==> config.mk <==
export PLATFORM = sky130hd
export DESIGN_NAME = wb_rr_arbiter_flat
export DESIGN_NICKNAME = d
export VERILOG_FILES = /design/src/rtl/wb_rr_arbiter_if.sv /design/src/rtl/wb_rr_arbiter.sv /design/src/flat_wrapper.sv
export SDC_FILE = /design/constraint.sdc
export NUM_CORES = 1
export LEC_CHECK = 0
export ABC_AREA = 1
export CAP_MARGIN = 20
export CORE_AREA = 3 3 312 314
export CTS_CLUSTER_DIAMETER = 60
export DETAILED_ROUTE_END_ITERATION = 12
export DIE_AREA = 0 0 315 317
export PLACE_DENSITY_LB_ADDON = 0.05
export SLEW_MARGIN = 10
export SYNTH_ARGS = -nofsm -noshare
export SYNTH_HDL_FRONTEND = slang
export SYNTH_SLANG_ARGS = --single-unit
==> constraint.sdc <==
create_clock -name clk -period 1.43 [get_ports clk]
set_input_delay 0.429 -clock clk [delete_from_list [all_inputs] [get_ports clk]]
set_output_delay 0.429 -clock clk [all_outputs]
set_load 0.02 [all_outputs]
==> src/rtl/wb_rr_arbiter_if.sv <==
// Wishbone bundle shared by the requesting masters, the round-robin arbiter and the crossbar port.
// The master modport is the surrounding system (requesters plus downstream slave); slave is the arbiter.
interface wb_rr_arbiter_if #(
    parameter int unsigned NM = 2,
    parameter int unsigned AW = 32,
    parameter int unsigned DW = 128,
    parameter int unsigned SW = DW / 8
);
    logic [NM*AW-1:0] i_m_wb_adr;
    logic [NM*SW-1:0] i_m_wb_sel;
    logic [NM-1:0]    i_m_wb_we;
    logic [NM*DW-1:0] i_m_wb_dat;
    logic [NM-1:0]    i_m_wb_cyc;
    logic [NM-1:0]    i_m_wb_stb;
    logic [DW-1:0]    o_m_wb_dat;
    logic [NM-1:0]    o_m_wb_ack;
    logic [NM-1:0]    o_m_wb_err;

    logic [AW-1:0]    o_s_wb_adr;
    logic [SW-1:0]    o_s_wb_sel;
    logic             o_s_wb_we;
    logic [DW-1:0]    o_s_wb_dat;
    logic             o_s_wb_cyc;
    logic             o_s_wb_stb;
    logic [DW-1:0]    i_s_wb_dat;
    logic             i_s_wb_ack;
    logic             i_s_wb_err;

    modport master (
        output i_m_wb_adr, i_m_wb_sel, i_m_wb_we, i_m_wb_dat, i_m_wb_cyc, i_m_wb_stb,
        output i_s_wb_dat, i_s_wb_ack, i_s_wb_err,
        input  o_m_wb_dat, o_m_wb_ack, o_m_wb_err,
        input  o_s_wb_adr, o_s_wb_sel, o_s_wb_we, o_s_wb_dat, o_s_wb_cyc, o_s_wb_stb
    );

    modport slave (
        input  i_m_wb_adr, i_m_wb_sel, i_m_wb_we, i_m_wb_dat, i_m_wb_cyc, i_m_wb_stb,
        input  i_s_wb_dat, i_s_wb_ack, i_s_wb_err,
        output o_m_wb_dat, o_m_wb_ack, o_m_wb_err,
        output o_s_wb_adr, o_s_wb_sel, o_s_wb_we, o_s_wb_dat, o_s_wb_cyc, o_s_wb_stb
    );
endinterface

==> src/rtl/wb_rr_arbiter.sv <==
// Round-robin Wishbone arbiter: one granted master owns the downstream port for its whole cyc.
// Optional stall watchdog compiled in with WB_ARB_WATCHDOG_EN.
module wb_rr_arbiter #(
    parameter int unsigned NM     = 2,
    parameter int unsigned AW     = 32,
    parameter int unsigned DW     = 128,
    parameter int unsigned SW     = DW / 8,
    parameter int unsigned TO_CYC = 255
) (
    input  logic           clk,
    input  logic           rst,
    wb_rr_arbiter_if.slave bus,
    output logic [NM-1:0]  o_grant,
    output logic           o_timeout
);
    localparam int unsigned LW = (NM > 1) ? $clog2(NM) : 1;

    generate
        if (NM < 2 || NM > 8) begin : g_bad_nm
            $error("wb_rr_arbiter: NM out of range 2..8");
        end
        if (TO_CYC < 2 || TO_CYC > 65535) begin : g_bad_to
            $error("wb_rr_arbiter: TO_CYC out of range 2..65535");
        end
    endgenerate

    typedef enum logic {IDLE, BUSY} state_t;

    state_t        state_q, state_d;
    logic [NM-1:0] grant_q, grant_d;
    logic [LW-1:0] last_q,  last_d;
    logic          win_found;
    logic [LW-1:0] win_idx;
    logic [LW-1:0] scan_idx;
    logic          own_cyc;
    logic          own_stb;
    logic          fire;

    // First requester after the previous winner; the previous winner itself is scanned last.
    always_comb begin : p_scan
        win_found = 1'b0;
        win_idx   = '0;
        scan_idx  = '0;
        for (int unsigned i = 1; i <= NM; i++) begin
            scan_idx = LW'((32'(last_q) + i) % NM);
            if (!win_found && bus.i_m_wb_cyc[scan_idx]) begin
                win_found = 1'b1;
                win_idx   = scan_idx;
            end
        end
    end

    // last_q always holds the index of the current owner while BUSY.
    assign own_cyc = (state_q == BUSY) && bus.i_m_wb_cyc[last_q];
    assign own_stb = own_cyc && bus.i_m_wb_stb[last_q];

    always_ff @(posedge clk) begin : p_state
        if (rst) begin
            state_q <= IDLE;
            grant_q <= '0;
            last_q  <= LW'(NM - 1);
        end else begin
            state_q <= state_d;
            grant_q <= grant_d;
            last_q  <= last_d;
        end
    end

    always_comb begin : p_next
        state_d = state_q;
        grant_d = grant_q;
        last_d  = last_q;
        unique case (state_q)
            IDLE: begin
                if (win_found) begin
                    state_d = BUSY;
                    grant_d = NM'(1) << win_idx;
                    last_d  = win_idx;
                end
            end
            BUSY: begin
                // Owner released the bus: hand over on this same edge or fall back to idle.
                if (!own_cyc) begin
                    if (win_found) begin
                        grant_d = NM'(1) << win_idx;
                        last_d  = win_idx;
                    end else begin
                        state_d = IDLE;
                        grant_d = '0;
                    end
                end
            end
            default: state_d = IDLE;
        endcase
    end

`ifdef WB_ARB_WATCHDOG_EN
    localparam int unsigned CW = $clog2(TO_CYC + 1);

    logic [CW-1:0] wd_cnt_q, wd_cnt_d;

    // A genuine response in the limit cycle wins over the timeout.
    assign fire = own_stb && !bus.i_s_wb_ack && !bus.i_s_wb_err && (wd_cnt_q == CW'(TO_CYC));

    always_comb begin : p_wd_next
        wd_cnt_d = '0;
        if (bus.o_s_wb_stb && !bus.i_s_wb_ack && !bus.i_s_wb_err) begin
            wd_cnt_d = wd_cnt_q + CW'(1);
        end
    end

    always_ff @(posedge clk) begin : p_wd
        if (rst) begin
            wd_cnt_q <= '0;
        end else begin
            wd_cnt_q <= wd_cnt_d;
        end
    end
`else
    assign fire = 1'b0;
`endif

    assign bus.o_s_wb_adr = bus.i_m_wb_adr[32'(last_q) * AW +: AW];
    assign bus.o_s_wb_sel = bus.i_m_wb_sel[32'(last_q) * SW +: SW];
    assign bus.o_s_wb_dat = bus.i_m_wb_dat[32'(last_q) * DW +: DW];
    assign bus.o_s_wb_we  = bus.i_m_wb_we[last_q];
    assign bus.o_s_wb_cyc = own_cyc;
    assign bus.o_s_wb_stb = own_stb && !fire;

    assign bus.o_m_wb_dat = bus.i_s_wb_dat;
    assign bus.o_m_wb_ack = grant_q & {NM{bus.i_s_wb_ack}};
    assign bus.o_m_wb_err = grant_q & {NM{bus.i_s_wb_err || fire}};

    assign o_grant   = grant_q;
    assign o_timeout = fire;
endmodule

==> src/flat_wrapper.sv <==
// flat-port wrapper written by rule: the top's interface ports become plain ports
module wb_rr_arbiter_flat 
#(
    parameter int unsigned NM     = 2,
    parameter int unsigned AW     = 32,
    parameter int unsigned DW     = 128,
    parameter int unsigned SW     = DW / 8,
    parameter int unsigned TO_CYC = 255
)
  (clk, rst, o_grant, o_timeout, bus_i_m_wb_adr, bus_i_m_wb_sel, bus_i_m_wb_we, bus_i_m_wb_dat, bus_i_m_wb_cyc, bus_i_m_wb_stb, bus_i_s_wb_dat, bus_i_s_wb_ack, bus_i_s_wb_err, bus_o_m_wb_dat, bus_o_m_wb_ack, bus_o_m_wb_err, bus_o_s_wb_adr, bus_o_s_wb_sel, bus_o_s_wb_we, bus_o_s_wb_dat, bus_o_s_wb_cyc, bus_o_s_wb_stb);
  wb_rr_arbiter_if #(.NM(NM), .AW(AW), .DW(DW), .SW(SW)) bus_i ();
  input  logic clk;
  input  logic rst;
  output logic [NM-1:0] o_grant;
  output logic o_timeout;
  input wire logic [$bits(bus_i.i_m_wb_adr)-1:0] bus_i_m_wb_adr;
  input wire logic [$bits(bus_i.i_m_wb_sel)-1:0] bus_i_m_wb_sel;
  input wire logic [$bits(bus_i.i_m_wb_we)-1:0] bus_i_m_wb_we;
  input wire logic [$bits(bus_i.i_m_wb_dat)-1:0] bus_i_m_wb_dat;
  input wire logic [$bits(bus_i.i_m_wb_cyc)-1:0] bus_i_m_wb_cyc;
  input wire logic [$bits(bus_i.i_m_wb_stb)-1:0] bus_i_m_wb_stb;
  input wire logic [$bits(bus_i.i_s_wb_dat)-1:0] bus_i_s_wb_dat;
  input wire logic [$bits(bus_i.i_s_wb_ack)-1:0] bus_i_s_wb_ack;
  input wire logic [$bits(bus_i.i_s_wb_err)-1:0] bus_i_s_wb_err;
  output wire logic [$bits(bus_i.o_m_wb_dat)-1:0] bus_o_m_wb_dat;
  output wire logic [$bits(bus_i.o_m_wb_ack)-1:0] bus_o_m_wb_ack;
  output wire logic [$bits(bus_i.o_m_wb_err)-1:0] bus_o_m_wb_err;
  output wire logic [$bits(bus_i.o_s_wb_adr)-1:0] bus_o_s_wb_adr;
  output wire logic [$bits(bus_i.o_s_wb_sel)-1:0] bus_o_s_wb_sel;
  output wire logic [$bits(bus_i.o_s_wb_we)-1:0] bus_o_s_wb_we;
  output wire logic [$bits(bus_i.o_s_wb_dat)-1:0] bus_o_s_wb_dat;
  output wire logic [$bits(bus_i.o_s_wb_cyc)-1:0] bus_o_s_wb_cyc;
  output wire logic [$bits(bus_i.o_s_wb_stb)-1:0] bus_o_s_wb_stb;
  assign bus_i.i_m_wb_adr = bus_i_m_wb_adr;
  assign bus_i.i_m_wb_sel = bus_i_m_wb_sel;
  assign bus_i.i_m_wb_we = bus_i_m_wb_we;
  assign bus_i.i_m_wb_dat = bus_i_m_wb_dat;
  assign bus_i.i_m_wb_cyc = bus_i_m_wb_cyc;
  assign bus_i.i_m_wb_stb = bus_i_m_wb_stb;
  assign bus_i.i_s_wb_dat = bus_i_s_wb_dat;
  assign bus_i.i_s_wb_ack = bus_i_s_wb_ack;
  assign bus_i.i_s_wb_err = bus_i_s_wb_err;
  assign bus_o_m_wb_dat = bus_i.o_m_wb_dat;
  assign bus_o_m_wb_ack = bus_i.o_m_wb_ack;
  assign bus_o_m_wb_err = bus_i.o_m_wb_err;
  assign bus_o_s_wb_adr = bus_i.o_s_wb_adr;
  assign bus_o_s_wb_sel = bus_i.o_s_wb_sel;
  assign bus_o_s_wb_we = bus_i.o_s_wb_we;
  assign bus_o_s_wb_dat = bus_i.o_s_wb_dat;
  assign bus_o_s_wb_cyc = bus_i.o_s_wb_cyc;
  assign bus_o_s_wb_stb = bus_i.o_s_wb_stb;
  wb_rr_arbiter #(.NM(NM), .AW(AW), .DW(DW), .SW(SW), .TO_CYC(TO_CYC)) u_core (.clk(clk), .rst(rst), .bus(bus_i), .o_grant(o_grant), .o_timeout(o_timeout));
endmodule
Yosys cells after proc, flatten, opt, wreduce, memory -nomap -nowiden --
Index checks and enable logic that the tools add are counted.
Operators by class: add/sub/neg operators 2, magnitude comparators 3, eq/ne operators 2, shift-type cells 4, muxes and demuxes 24, bitwise operators 3, reductions and logical operators 5
Operator list (number):
- variable part select 256 x 9 -> 128 bit | 1
- variable part select 64 x 7 -> 32 bit | 1
- variable part select 32 x 6 -> 16 bit | 1
- two-way mux 1 bit | 18
- < comparator 1 x 2 -> 1 bit, second input constant | 3
- two-way mux 2 bit | 3
- bitwise AND 2 bit | 2
- case mux 1 bit (2 select lines) | 2
- case mux 2 bit (2 select lines) | 1
- logical AND 1 bit | 3
- adder 1 bit, second input constant | 2
- inequality test 2 x 1 -> 1 bit, second input constant | 1
- inequality test 2 bit, second input constant | 1
- AND reduction 2 bit | 1
- left shift 1 x 1 -> 2 bit, first input constant | 1
- logical NOT 1 bit | 1
- NOT 1 bit | 1
Storage, ports and cells: register bits 4, input port bits 490, output and inout port bits 314, logic and storage cells 46

Depth between registers and ports, before layout --
Gate-level depths: netlist of the first run.
depth after elaboration 11, gate-level depth with buffers 7, depth with buffers taken out 7

Worst setup path before layout of the first run --
OpenSTA, ideal clock, no wires.
path type input to output, start input port bus_i_m_wb_cyc[1], end output port bus_o_s_wb_stb, arrival time 1063 ps, data required time 1001 ps, path slack -62 ps, cell stages on the path 6, path buffers 0, cells stage by stage inv_1 nand2_1 nand2_1 inv_2 nand2_2 a21oi_1
Between the ends: cells in the longest elaborated chain, start to end 4
Ends and longest elaborated chain:
- start: declaration | RTL line flat_wrapper.sv:20 | input wire logic [$bits(bus_i.i_m_wb_cyc)-1:0] bus_i_m_wb_cyc;
- two-way mux 1 bit (not written as such) (2 in a row) | RTL line wb_rr_arbiter.sv:54 | assign own_cyc = (state_q == BUSY) && bus.i_m_wb_cyc[last_q];
- logical AND 1 bit | RTL line wb_rr_arbiter.sv:54
- logical AND 1 bit | RTL line wb_rr_arbiter.sv:55 | assign own_stb = own_cyc && bus.i_m_wb_stb[last_q];
- end: declaration | RTL line flat_wrapper.sv:33 | output wire logic [$bits(bus_i.o_s_wb_stb)-1:0] bus_o_s_wb_stb;
No other way between the ends. The select of a mux whose other input is x is not followed.

Final worst setup path of the first run --
start register u_core.last_q, end output port bus_o_s_wb_adr[20]
Between the ends: cells in the longest elaborated chain, start to end 1
Ends and longest elaborated chain:
- start: declaration | RTL line wb_rr_arbiter.sv:31 | logic [LW-1:0] last_q, last_d;
- start signal: assignment | RTL line wb_rr_arbiter.sv:61 | last_q <= LW'(NM - 1);
- start signal: assignment | RTL line wb_rr_arbiter.sv:65 | last_q <= last_d;
- variable part select 64 x 7 -> 32 bit | RTL line wb_rr_arbiter.sv:123 | assign bus.o_s_wb_adr = bus.i_m_wb_adr[32'(last_q) * AW +: AW];
- end: declaration | RTL line flat_wrapper.sv:28 | output wire logic [$bits(bus_i.o_s_wb_adr)-1:0] bus_o_s_wb_adr;
No other way between the ends.

==> impl_results.md, run 1 <==
* # clock sinks at 4
* IO Pins at between 800 and 900
* Setup tns final at -67.17 ns
* DRT Pass-1 Iters at 4
* Most numerous cell in the Yosys netlist: nand2_1
* Worst Setup EP: bus_o_s_wb_adr[20]
* Avg Inst Size Synth at 4.63 sq um
* Remaining Overflow, GRT at 0
* R2r worst-path depth at 9
* Reg2reg end: u_core.o_grant[1]
* Layout cell share with drive strength beyond 1 at between 30% and 40%
* Max_cap viols at 0
* Endpoints failing hold at 0
* Vias after detailed routing at roughly 6000
* Nets at 1723
* Aggregate global-route resource usage at ~6.5%
* Post-synth EDFFs at 0
* FP Rows at 113
* Required @ worst endpoint at 1.00 ns
* Hold WC Path Type: reg -> reg
* Synthesis Warnings at 0
* Setup CP Type: reg -> out
* Sequential Area at 83.8 sq um
* CP endpoint kind: output pin
* Port bufs at 546
* #FFs+latches synth at 4
* TritonCTS buffer count at 3
* Die width at between 300 and 400 microns
* Synth async-reset ratio at 0%
* Period utilisation layout at 133%
* Layout Skew at ~0.0019 ns
* Post-DP Area at approximately 0.0099 sq mm
* Violated checks: setup timing
* Tmin final at roughly 1.9 ns
* Most frequent CP cell: nand2_1
* Initial Util at between 3 and 4%
* Pwr per Cell Area at around 660 mW/mm^2
* Synth top area share at slightly below 60%
* Synth cell count leaders: nand2_1, buf_4, buf_2
* Syn nets at 1233
* Synthesis-to-layout area growth at 216%
* Fmax at around 520 MHz
* Final worst slack at -0.478 ns
* CP peak stage delay at 0.44 ns
* Routed Antenna Nets at 0
* DR WL/cell at between 10 and 15 microns
* CP startpoint kind: flop
* Internal power at slightly below 4 mW
* Worst IR Drop VDD at 0.246 mV
* Critical Path Stages at 6
* Sequential share of power at 2.2%
* Via density per instance at approximately 2.4
* Yosys cell types at 15
* CTS tree: done
* HPWL after DPL at approximately 30000 microns
* Pre-CTS setup slack at -1.02 ns
* Largest net degree at the start of global routing at 19
* Leak Pwr at 4.91 nW
* Number of global-route vias before repair at between 6000 and 7000
* Gpl congestion at 0.720
* Antenna violations before repair at 5
* CP max FO at 14
* Combinational power share at 91.4%
* Filler cell count at 11100
* Multi-input combinational cell area at 0.00236 sq mm
* Final Cell Area at roughly 0.011 sq mm
* Reg2reg start: u_core.last_q
* # DRC at 0
* CTS clk-pin slew, worst paths at 0.03 ns
* Crit-path leading delay family: buffers and inverters
* First-pass GRT wire length at around 47000 microns
* Routed WL at between 30000 and 40000 microns
* Clock Latency Late Sink at 0.23 ns
* CP arrival at roughly 1.5 ns
* Die Span Y at 317 microns
* Ys flop type: dfxtp_1
* Seq/Total Area, Yosys at 2.33%
* Cell taking the most area after synthesis: nand2_1
* CP cell instances: buf_4 -> buf_16 -> buf_12 -> nand2_1 -> nand2_1 -> clkdlybuf4s15_2
* RSZ-0062 raised after global routing: true
* Cell count after synthesis at approximately 740
* CP startpoint: u_core.last_q
* Mapped Area at 0.00344 sq mm
* Critical-path top delay cell: dfxtp_4
* Synth area leaders: nand2_1, buf_4, buf_2, dfxtp_1, inv_1
* Status: finished, violations left
* Clk network pwr share at ~6.4%
* H-tree Lvls at 1
* Worst path buffer plus inverter count at 4
* Net Sw Power at ~3.3 mW
* Core region area at between 0.09 and 0.1 sq mm
* Clock root buffer: clkbuf_16
* Die area at between 0.09 and 0.1 sq mm
* # setup viols final at roughly 190
* Switching Fraction at 45.9%
* Clk buf depth at 2
* R2r setup slk at -0.06 ns
* Max Transition Viols Final at 0
* Initial DRC Count at 137
-- layout by cell type, fill, tap and decap left out, types with 7 or more instances in the layout --
cell	netlist	routed
nand2_2	1	73
clkbuf_2	0	14
buf_6	1	106
clkdlybuf4s50_1	0	360
buf_16	0	7
clkdlybuf4s15_2	0	12
buf_12	0	25
buf_2	20	22
nand2_1	547	469
inv_1	8	8
buf_4	142	96
-- timing repair --
action | in CTS | in global routing
cloned | 5 | 3
resized for setup | 636 | 223
setup buffers | 17 | 18
hold buffers | 0 | 0
endpoints found under the hold margin | 0 | 0
pin swaps | 8 | 11
setup endpoints to repair | 187 | 187
-- tightest hold or removal path, delay by kind of cell (launching register included) --
family / cells / cell delay (ns)
buf+inv: 1 / 0.15
flops: 1 / 0.31
simple gates: 1 / 0.09
compound gates: 1 / 0.06
-- per-stage QoR --
| step | util [%] | instances | power (mW) | hold slack, ns |
|---|---|---|---|---|
| after detailed placement | 10.5 | 2453 | 6.06 | 0.689 |
| after floorplan | - | 743 | 2.89 | 0.498 |
| after global placement | 10.5 | 2453 | 6.16 | 0.677 |
| after CTS | 11.0 | 2478 | 6.89 | 0.697 |
| final | 11.5 | 2500 | 7.14 | 0.672 |
| after global routing | 11.5 | 2497 | 7.73 | 0.714 |
-- worst min path at each step --
| stage | start | slack [ns] | end | depth (start not counted) |
|---|---|---|---|---|
| 2_1_floorplan | rst | 0.50 | u_core.o_grant[0] | 1 |
| 3_3_place_gp | u_core.o_grant[1] | 0.68 | u_core.o_grant[1] | 3 |
| 6_report | u_core.o_grant[1] | 0.67 | u_core.o_grant[1] | 3 |
| 5_1_grt | u_core.o_grant[1] | 0.71 | u_core.o_grant[1] | 3 |
| 3_5_place_dp | u_core.o_grant[1] | 0.69 | u_core.o_grant[1] | 3 |
| 4_1_cts | u_core.o_grant[1] | 0.70 | u_core.o_grant[1] | 3 |
-- state kept, by name (all words and copies together) (netlist names) --
signal          count
u_core.last_q       1
u_core.state_q      1
u_core.o_grant      2
-- cell families after synthesis --
logic type	share of synthesized area [%]
AOI/OAI and AO/OA	0.618
buffers and inverters	35.8
DFF	2.33
other	0.109
and+or+nand+nor	61.1
-- power by group through the flow --
stage	logic [mW]	clock network, mW	registers [mW]
5_1_grt	7.09	0.473	0.162
3_3_place_gp	6.01	0	0.151
2_1_floorplan	2.74	0	0.145
4_1_cts	6.27	0.460	0.160
6_report	6.53	0.455	0.156
3_5_place_dp	5.91	0	0.151
-- routing by layer --
layer / vias to the layer above / part of all wire (%) / global-route usage (%)
met4: 6 / 2.2 / 1.38
met5: - / 0.13 / 0
li1: 3054 / - / -
met2: 380 / 51 / 12.3
met3: 49 / 13 / 3.49
met1: 2522 / 34 / 6.18
-- final cells by class --
| class | count | area share, % |
|---|---|---|
| well taps | 1265 | 14.6 |
| diodes | 3 | 0.0691 |
| multi-input cells | 561 | 21.7 |
| flip-flops and latches | 4 | 0.771 |
| clock buffers | 4 | 0.725 |
| inverters | 10 | 0.460 |
| repair buffers | 653 | 61.7 |
(Power assumes the default switching activity.)
==> inputs of run 2 (changes only) <==
- HOLD_SLACK_MARGIN: not set -> 0.08
==> results of run 2 <==
Same layout as run 1: the final DEF is identical, and so are final timing and power.
